### src/rtl/mem_arbiter.sv
`default_nettype none
// +--------------------------------------------------------------------------+
// | mem_arbiter: one-bus arbiter for dbg > lsu > ifu, ifu anti-starvation,   |
// | pipeline hold and hung-bus timeout.               Revision: 1.0          |
// +--------------------------------------------------------------------------+
module mem_arbiter #(
  parameter int ADDR_W     = 32,
  parameter int DATA_W     = 32,
  parameter int TIMEOUT    = 255,
  parameter int TO_W       = 8,
  parameter int STARVE_MAX = 4
) (
  input  logic                clk_100MHz,
  input  logic                arst_n,
  input  logic                ifu_req_i,
  input  logic [ADDR_W-1:0]   ifu_addr_i,
  output logic                ifu_ack_o,
  output logic [DATA_W-1:0]   ifu_rdata_o,
  input  logic                lsu_req_i,
  input  logic                lsu_we_i,
  input  logic [DATA_W/8-1:0] lsu_be_i,
  input  logic [ADDR_W-1:0]   lsu_addr_i,
  input  logic [DATA_W-1:0]   lsu_wdata_i,
  output logic                lsu_ack_o,
  output logic [DATA_W-1:0]   lsu_rdata_o,
  input  logic                dbg_req_i,
  input  logic                dbg_we_i,
  input  logic [ADDR_W-1:0]   dbg_addr_i,
  input  logic [DATA_W-1:0]   dbg_wdata_i,
  output logic                dbg_ack_o,
  output logic [DATA_W-1:0]   dbg_rdata_o,
  output logic                m_req_o,
  output logic                m_we_o,
  output logic [DATA_W/8-1:0] m_be_o,
  output logic [ADDR_W-1:0]   m_addr_o,
  output logic [DATA_W-1:0]   m_wdata_o,
  input  logic                m_ack_i,
  input  logic [DATA_W-1:0]   m_rdata_i,
  output logic                hold_o,
  output logic                err_o
);
  localparam int BE_W = DATA_W / 8;
  localparam int ST_W = $clog2(STARVE_MAX + 1);
  localparam logic [TO_W-1:0] C_TO_LAST  = TO_W'(TIMEOUT - 1);
  localparam logic [ST_W-1:0] C_ST_LIMIT = ST_W'(STARVE_MAX);

  typedef enum logic [1:0] {S_IDLE = 2'd0, S_WAIT = 2'd1, S_RESP = 2'd2} state_t;
  typedef enum logic [1:0] {OWN_NONE = 2'd0, OWN_IFU = 2'd1, OWN_LSU = 2'd2, OWN_DBG = 2'd3} owner_t;

  state_t r_state, w_state_nxt;
  owner_t r_owner, w_grant;
  logic [ST_W-1:0]   r_starve;
  logic [TO_W-1:0]   r_to_cnt;
  logic              r_err, w_timeout;
  logic              r_we, w_we;
  logic [BE_W-1:0]   r_be, w_be;
  logic [ADDR_W-1:0] r_addr, w_addr;
  logic [DATA_W-1:0] r_wdata, w_wdata, w_cap;
  logic [DATA_W-1:0] r_ifu_rdata, r_lsu_rdata, r_dbg_rdata;

  // A starved ifu overrides the fixed priority for exactly one grant.
  always_comb begin
    w_grant = OWN_NONE;
    if (ifu_req_i && (r_starve == C_ST_LIMIT)) w_grant = OWN_IFU;
    else if (dbg_req_i)                        w_grant = OWN_DBG;
    else if (lsu_req_i)                        w_grant = OWN_LSU;
    else if (ifu_req_i)                        w_grant = OWN_IFU;
  end

  always_comb begin
    w_we    = 1'b0;
    w_be    = '1;
    w_addr  = ifu_addr_i;
    w_wdata = '0;
    case (w_grant)
      OWN_DBG: begin
        w_we    = dbg_we_i;
        w_addr  = dbg_addr_i;
        w_wdata = dbg_wdata_i;
      end
      OWN_LSU: begin
        w_we    = lsu_we_i;
        w_be    = lsu_be_i;
        w_addr  = lsu_addr_i;
        w_wdata = lsu_wdata_i;
      end
      default: ;
    endcase
  end

  // An ack in the final wait cycle takes precedence over the timeout.
  always_comb begin
    w_state_nxt = r_state;
    w_timeout   = 1'b0;
    case (r_state)
      S_IDLE: if (w_grant != OWN_NONE) w_state_nxt = S_WAIT;
      S_WAIT: begin
        if (m_ack_i) begin
          w_state_nxt = S_RESP;
        end else if (r_to_cnt == C_TO_LAST) begin
          w_state_nxt = S_RESP;
          w_timeout   = 1'b1;
        end
      end
      S_RESP:  w_state_nxt = S_IDLE;
      default: w_state_nxt = S_IDLE;
    endcase
  end

  assign w_cap = m_ack_i ? m_rdata_i : '0;

  always_ff @(posedge clk_100MHz) begin
    if (!arst_n) begin
      r_state     <= S_IDLE;
      r_owner     <= OWN_NONE;
      r_starve    <= '0;
      r_to_cnt    <= '0;
      r_err       <= 1'b0;
      r_we        <= 1'b0;
      r_be        <= '0;
      r_addr      <= '0;
      r_wdata     <= '0;
      r_ifu_rdata <= '0;
      r_lsu_rdata <= '0;
      r_dbg_rdata <= '0;
    end else begin
      r_state <= w_state_nxt;
      r_err   <= w_timeout;
      case (r_state)
        S_IDLE: begin
          if (w_grant != OWN_NONE) begin
            r_owner <= w_grant;
            r_we    <= w_we;
            r_be    <= w_be;
            r_addr  <= w_addr;
            r_wdata <= w_wdata;
            if (w_grant == OWN_IFU) r_starve <= '0;
            else if (ifu_req_i)     r_starve <= r_starve + ST_W'(1);
          end
        end
        S_WAIT: begin
          r_to_cnt <= r_to_cnt + TO_W'(1);
          if (w_state_nxt == S_RESP) begin
            case (r_owner)
              OWN_IFU: r_ifu_rdata <= w_cap;
              OWN_LSU: r_lsu_rdata <= w_cap;
              OWN_DBG: r_dbg_rdata <= w_cap;
              default: ;
            endcase
          end
        end
        S_RESP:  r_to_cnt <= '0;
        default: ;
      endcase
    end
  end

  assign m_req_o     = (r_state == S_WAIT);
  assign m_we_o      = r_we;
  assign m_be_o      = r_be;
  assign m_addr_o    = r_addr;
  assign m_wdata_o   = r_wdata;
  assign err_o       = r_err;
  assign ifu_ack_o   = (r_state == S_RESP) && (r_owner == OWN_IFU);
  assign lsu_ack_o   = (r_state == S_RESP) && (r_owner == OWN_LSU);
  assign dbg_ack_o   = (r_state == S_RESP) && (r_owner == OWN_DBG);
  assign ifu_rdata_o = r_ifu_rdata;
  assign lsu_rdata_o = r_lsu_rdata;
  assign dbg_rdata_o = r_dbg_rdata;
  assign hold_o      = (lsu_req_i & ~lsu_ack_o) | (dbg_req_i & ~dbg_ack_o);
endmodule
`default_nettype wire

### config.mk
export PLATFORM = sky130hd
export DESIGN_NAME = mem_arbiter
export DESIGN_NICKNAME = d
export VERILOG_FILES = /design/src/rtl/mem_arbiter.sv
export SDC_FILE = /design/constraint.sdc
export NUM_CORES = 1
export LEC_CHECK = 0
export ABC_AREA = 1
export ABC_CLOCK_PERIOD_IN_PS = 2100
export CORE_MARGIN = 5
export CORE_UTILIZATION = 42
export DETAILED_ROUTE_END_ITERATION = 6
export PLACE_DENSITY = 0.86
export SYNTH_ARGS = -nofsm -noshare
export SYNTH_HDL_FRONTEND = slang
export SYNTH_SLANG_ARGS = --single-unit
### constraint.sdc
create_clock -name clk_100MHz -period 2.1 [get_ports clk_100MHz]
set_clock_uncertainty 0.1 [all_clocks]
set_input_delay 0.42 -clock clk_100MHz [delete_from_list [all_inputs] [get_ports clk_100MHz]]
set_output_delay 0.42 -clock clk_100MHz [all_outputs]
set_load 0.05 [all_outputs]
== Word level (Yosys, flattened, before mapping) ==
Index checks and enable logic that the tools add are counted.
Operators by class
  reduce and logical (&&, ||, !) cells: 14
  mux-type cells: 17
  bitwise operators: 7
  magnitude comparators: 0
  equal/unequal tests: 11
  shift-type cells: 0
  add/subtract/negate cells: 2
  div/mod/pow operators: 0
  multipliers: 0
Operator list (number)
  32-bit one-hot mux with 2 select lines: 2
  32-bit two-way mux: 1
  8-bit one-hot mux with 2 select lines: 1
  2-bit equality test, second input constant: 6
  2-bit two-way mux: 6
  3-bit AND reduction: 4
  8-bit by 1-bit adder with 8-bit output, second input constant: 1
  8-bit equality test, second input constant: 1
  2-bit by 1-bit equality test with 1-bit output, second input constant: 3
  3-bit two-way mux: 2
  2-bit nonzero test: 3
  1-bit logical AND: 4
  4-bit two-way mux: 1
  1-bit inverter: 4
  2-bit one-hot mux with 2 select lines: 1
  3-bit by 1-bit adder with 3-bit output, second input constant: 1
  3-bit equality test, second input constant: 1
  3-bit OR reduction: 1
  1-bit bitwise AND: 2
  2-bit zero test: 1
  1-bit two-way mux: 2
  1-bit one-hot mux with 2 select lines: 1
  2-bit AND reduction: 1
  1-bit bitwise OR: 1
Storage, ports and cells
  memory bits (writable): 0
  bits in read-only memories: 0
  register bits after elaboration: 181
  bits in latches: 0
  input port bits: 204
  memories: 0
  output and inout port bits: 171
  word-level logic and storage cells: 63

== Depth between registers and ports, before layout ==
Gate-level depths: netlist of run 1.
  depth in word-level cells: 9
  gate-level depth with buffers: 14
  gate-level depth less buffers: 12

== Worst setup path after synthesis of run 1 ==
OpenSTA, ideal clock, no wires.
  path kind: reg2out
  start point: register r_state[0]
  end point: output hold_o
  path slack: -0.800 ns
  cell stages (with the launch flop): 6
  data arrival time: 2.380 ns
  required time: 1.580 ns
  cells stage by stage: dfxtp_1 inv_1 ha_1 inv_1 nor3_1 o22ai_1
On the way
  word-level cells in the longest chain between the ends: 5
  elaborated cells on any way between the ends: 8
  classes of those cells: 1 x eq/ne; 5 x bitwise; 2 x reduce/logical
Ends and longest elaborated chain
  from (decl): RTL line 50  | state_t r_state, w_state_nxt;
  from (signal assigned): RTL line 127  | r_state <= w_state_nxt;
  2-bit equality test: RTL line 165  | assign lsu_ack_o = (r_state == S_RESP) && (r_owner == OWN_LSU);
  1-bit logical AND: RTL line 165
  net lsu_ack_o: RTL line 24  | output logic lsu_ack_o,
  1-bit inverter: RTL line 170  | assign hold_o = (lsu_req_i & ~lsu_ack_o) | (dbg_req_i & ~dbg_ack_o);
  1-bit bitwise AND: RTL line 170
  1-bit bitwise OR: RTL line 170
  to (decl): RTL line 39  | output logic hold_o,
The timed path passes the listed nets, and every way through them passes these cells.

== Worst setup path in the final report of run 1 ==
  start point: register r_state[0]
  end point: output lsu_ack_o
On the way
  word-level cells in the longest chain between the ends: 2
Ends and longest elaborated chain (RTL line)
  2-bit equality test: 165
  1-bit logical AND: 165
  to (decl): 24
No other way between the ends.

==> flow_summary_export.csv, run 1 <==
group,metric,value,unit
outcome,outcome,"complete, no violations",
power_and_ir_drop,p_leak,6.61,nW
logic_synthesis,synth_top_family_by_area,"simple AND/OR/NAND/NOR gates",
logic_synthesis,synth_edf_count,0,
logic_synthesis,yosys-top-cells-area,"dfxtp_1, nand2_1, inv_1",
clock_network,cts_num_sinks,181,
logic_synthesis,synth_compound_area_frac,0.139,
drt,antenna_left,0,
finish,final_cell_mix,"nand2_1, clkdlybuf4s50_1, dfxtp_1",
logic_synthesis,async_flop_share,0,
timing,slew_headroom,0.630,
floorplanning,io_pins,375,
power_and_ir_drop,seqPwrFrac,0.356,
timing,worst_pin_slew,558,ps
logic_synthesis,ys_warn_count,0,
finish,area_delta_synth_final,57.0,%
drt,via_count,9246,
timing,fmax,489,MHz
global_routing,grt_pass1_vias,8857,
finish,drive_above_1_share,0.0875,
critical_path,start_kind,"flip-flop",
logic_synthesis,synthSimpleGateAreaFrac,0.283,
global_routing,grt_first_pass_wirelength,46600,um
floorplanning,core_area,0.0194,mm2
place,place_ws,-87.3,ps
global_routing,grt_max_degree,116,
timing,rsz0062_at_grt,"true",
finish,multi_input_area,0.00364,mm2
finish,fin_nets,1809,
floorplanning,initial_utilization,0.426,
finish,stdcell_count,1876,
power_and_ir_drop,p_clk_frac,0.307,
floorplanning,num_rows,51,
logic_synthesis,syn_inst,1252,
clock_network,clkTransAtPathRegs,70,ps
timing,min_period,2040,ps
drt,drc,0,
drt,vias_per_cell,4.93,
timing,setup_slack,55.3,ps
place,port_buffers,374,
logic_synthesis,synth_top_area_share,0.439,
global_routing,gr-usage-all-layers,0.262,
logic_synthesis,ys_seq_area_frac,0.439,
critical_path,worst_path_max_delay_cell,"dfxtp_1",
clock_network,cts_buffer_depth,2,
logic_synthesis,synth_ff_type,"dfxtp_1",
drt,firstDrtPassIters,5,
critical_path,crit_arrival,1520,ps
timing,fin_crit_sh,0.974,
power_and_ir_drop,pwr-share-comb,0.337,
place,place.gp.congestion,0.874,
clock_network,clock_latency,420,ps
power_and_ir_drop,power_switching,4.26,mW
floorplanning,dieWidth,150,um
logic_synthesis,synth_cell_type_count,28,
logic_synthesis,syn-mean-instance-area,6.60,um2
clock_network,htree_levels,4,
floorplanning,dieArea,0.0226,mm2
finish,fillers,1644,
logic_synthesis,synthAdderAreaFrac,0.0106,
logic_synthesis,syn-cell-area,0.00826,mm2
critical_path,cp_data_required_time,1580,ps
timing,finalSetupViolCount,0,
critical_path,cp_max_fo,3,
timing,slew_viol_final,0,
power_and_ir_drop,peakVddDrop,0.597,mV
logic_synthesis,syn-num-nets,1463,
drt,drt-total-wl,30700,um
logic_synthesis,synth_mux_area_frac,0,
critical_path,cp-end-kind,"primary output",
logic_synthesis,ys_ff_latch,181,
critical_path,slowest_delay,320,ps
power_and_ir_drop,fin_total_pwr,11.1,mW
global_routing,antenna_found_initial,0,
flow_run,maxCapViolCount,0,
floorplanning,dieHeight,150,um
drt,initialDrtViolationCount,596,
place,post-dp-hpwl,23100,um
power_and_ir_drop,p_per_area,860,mW/mm2
critical_path,path_cells,"inv_2 -> ha_4 -> inv_4 -> nor3_4 -> buf_6 -> buf_12",
critical_path,worstSetupPathType,"reg2out",
finish,diodes,0,
timing,hold_viol,0,
clock_network,cts-root-buf,"clkbuf_16",
drt,routedWlPerCell,16.3,um
finish,final_common_cell,"nand2_1",
clock_network,cts_inserted_buffers,17,
place,place_inst,1843,
worst_hold_path,hp-class,"in2reg",
power_and_ir_drop,sw_frac_of_total,0.382,
power_and_ir_drop,internal_power,6.89,mW
logic_synthesis,synth-xor-area-share,0.00212,
clock_network,cts_tree,"yes",
finish,regArea,0.00362,mm2
timing,hold_ws,232,ps
global_routing,gr-total-overflow,0,
logic_synthesis,synth_largest_area_cell,"dfxtp_1",
registers in the layout, indices dropped and copies added, names as in the netlist:
| signal | cells |
|---|---|
| dbg_rdata_o | 32 |
| ifu_rdata_o | 32 |
| lsu_rdata_o | 32 |
| m_addr_o | 32 |
| m_wdata_o | 32 |
| r_to_cnt | 8 |
| m_be_o | 4 |
| r_starve | 3 |
| r_owner | 2 |
| r_state | 2 |
| err_o | 1 |
| m_we_o | 1 |
layout make-up:
| cell class | instances | area share |
|---|---|---|
| Tap cell | 265 | 0.0256 |
| Clock buffer | 17 | 0.0328 |
| Clock inverter | 15 | 0.0161 |
| Sequential cell | 181 | 0.280 |
| Multi-Input combinational cell | 804 | 0.281 |
| Timing Repair Buffer | 409 | 0.311 |
| Inverter | 185 | 0.0537 |
metal layers:
layer | share of wire | GRT usage
met1 | 0.36 | 0.294
met2 | 0.51 | 0.464
met3 | 0.080 | 0.0626
met4 | 0.047 | 0.128
met5 | 0 | 0
metrics by stage:
stage	utilization	TNS, ps	cell area, um2
after floorplan	-	-164	8270
after global placement	0.637	-95.5	12400
after detailed placement	0.637	-449	12400
after CTS	0.664	-107	12900
after global routing	0.668	-30.0	13000
final	0.668	0	13000
critical path, delay by kind of cell, from the launching register on:
kind / cells / cell delay (ps)
and+or+nand+nor: 1 / 220
buffers and inverters: 4 / 400
DFF: 1 / 320
adders and majority gates: 1 / 160
path summary, 6_finish.rpt:
check | startpoint | cells after the start | slack (ps) | end
max | r_state[0]$_SDFF_PN0_ | 6 | 60 | lsu_ack_o
min reg2reg | r_starve[0]$_SDFFE_PN0P_ | 2 | 390 | r_starve[0]$_SDFFE_PN0P_
min | arst_n | 3 | 230 | r_owner[0]$_SDFFE_PN0P_
max reg2reg | r_to_cnt[0]$_SDFFE_PN0P_ | 13 | 220 | lsu_rdata_o[1]$_SDFFE_PN0P_
kinds of logic after synthesis:
family          Yosys count
simple gates            577
buf+inv                 267
compound gates          218
flops                   181
fa+ha+maj                 7
xor+xnor                  2
synth_stat cells, types with 2 or more instances:
cell type / n
nand3_2: 3
dfxtp_1: 181
clkbuf_1: 60
buf_6: 2
ha_1: 7
inv_1: 183
xor2_1: 2
a211oi_1: 2
nor3_1: 9
nand4_1: 47
nand2_2: 2
buf_1: 6
nor2_1: 165
a21oi_1: 107
nand3_1: 5
nand2_1: 342
a31oi_1: 34
o21ai_0: 73
buf_4: 4
buf_2: 10
power by group through the flow:
stage	Sequential, mW	Combinational [mW]	Clock [mW]
final	3.97	3.75	3.43
after floorplan	5.10	1.18	0
after detailed placement	4.04	3.83	0
after CTS	3.96	3.74	3.47
after global routing	4.01	3.97	3.63
after global placement	4.02	3.78	0
timing repair:
item	4_1_cts	5_1_grt
setup endpoints to repair	101	20
setup buffers	0	1
gates resized for setup	101	27
hold buffers	0	0
pin swaps	0	1
Power figures use the tool's default switching activity.
==> inputs of run 2 (changes only) <==
- CAP_MARGIN: not set -> 20
==> results of run 2 <==
Final layout, timing and power as in run 1 (identical DEF).
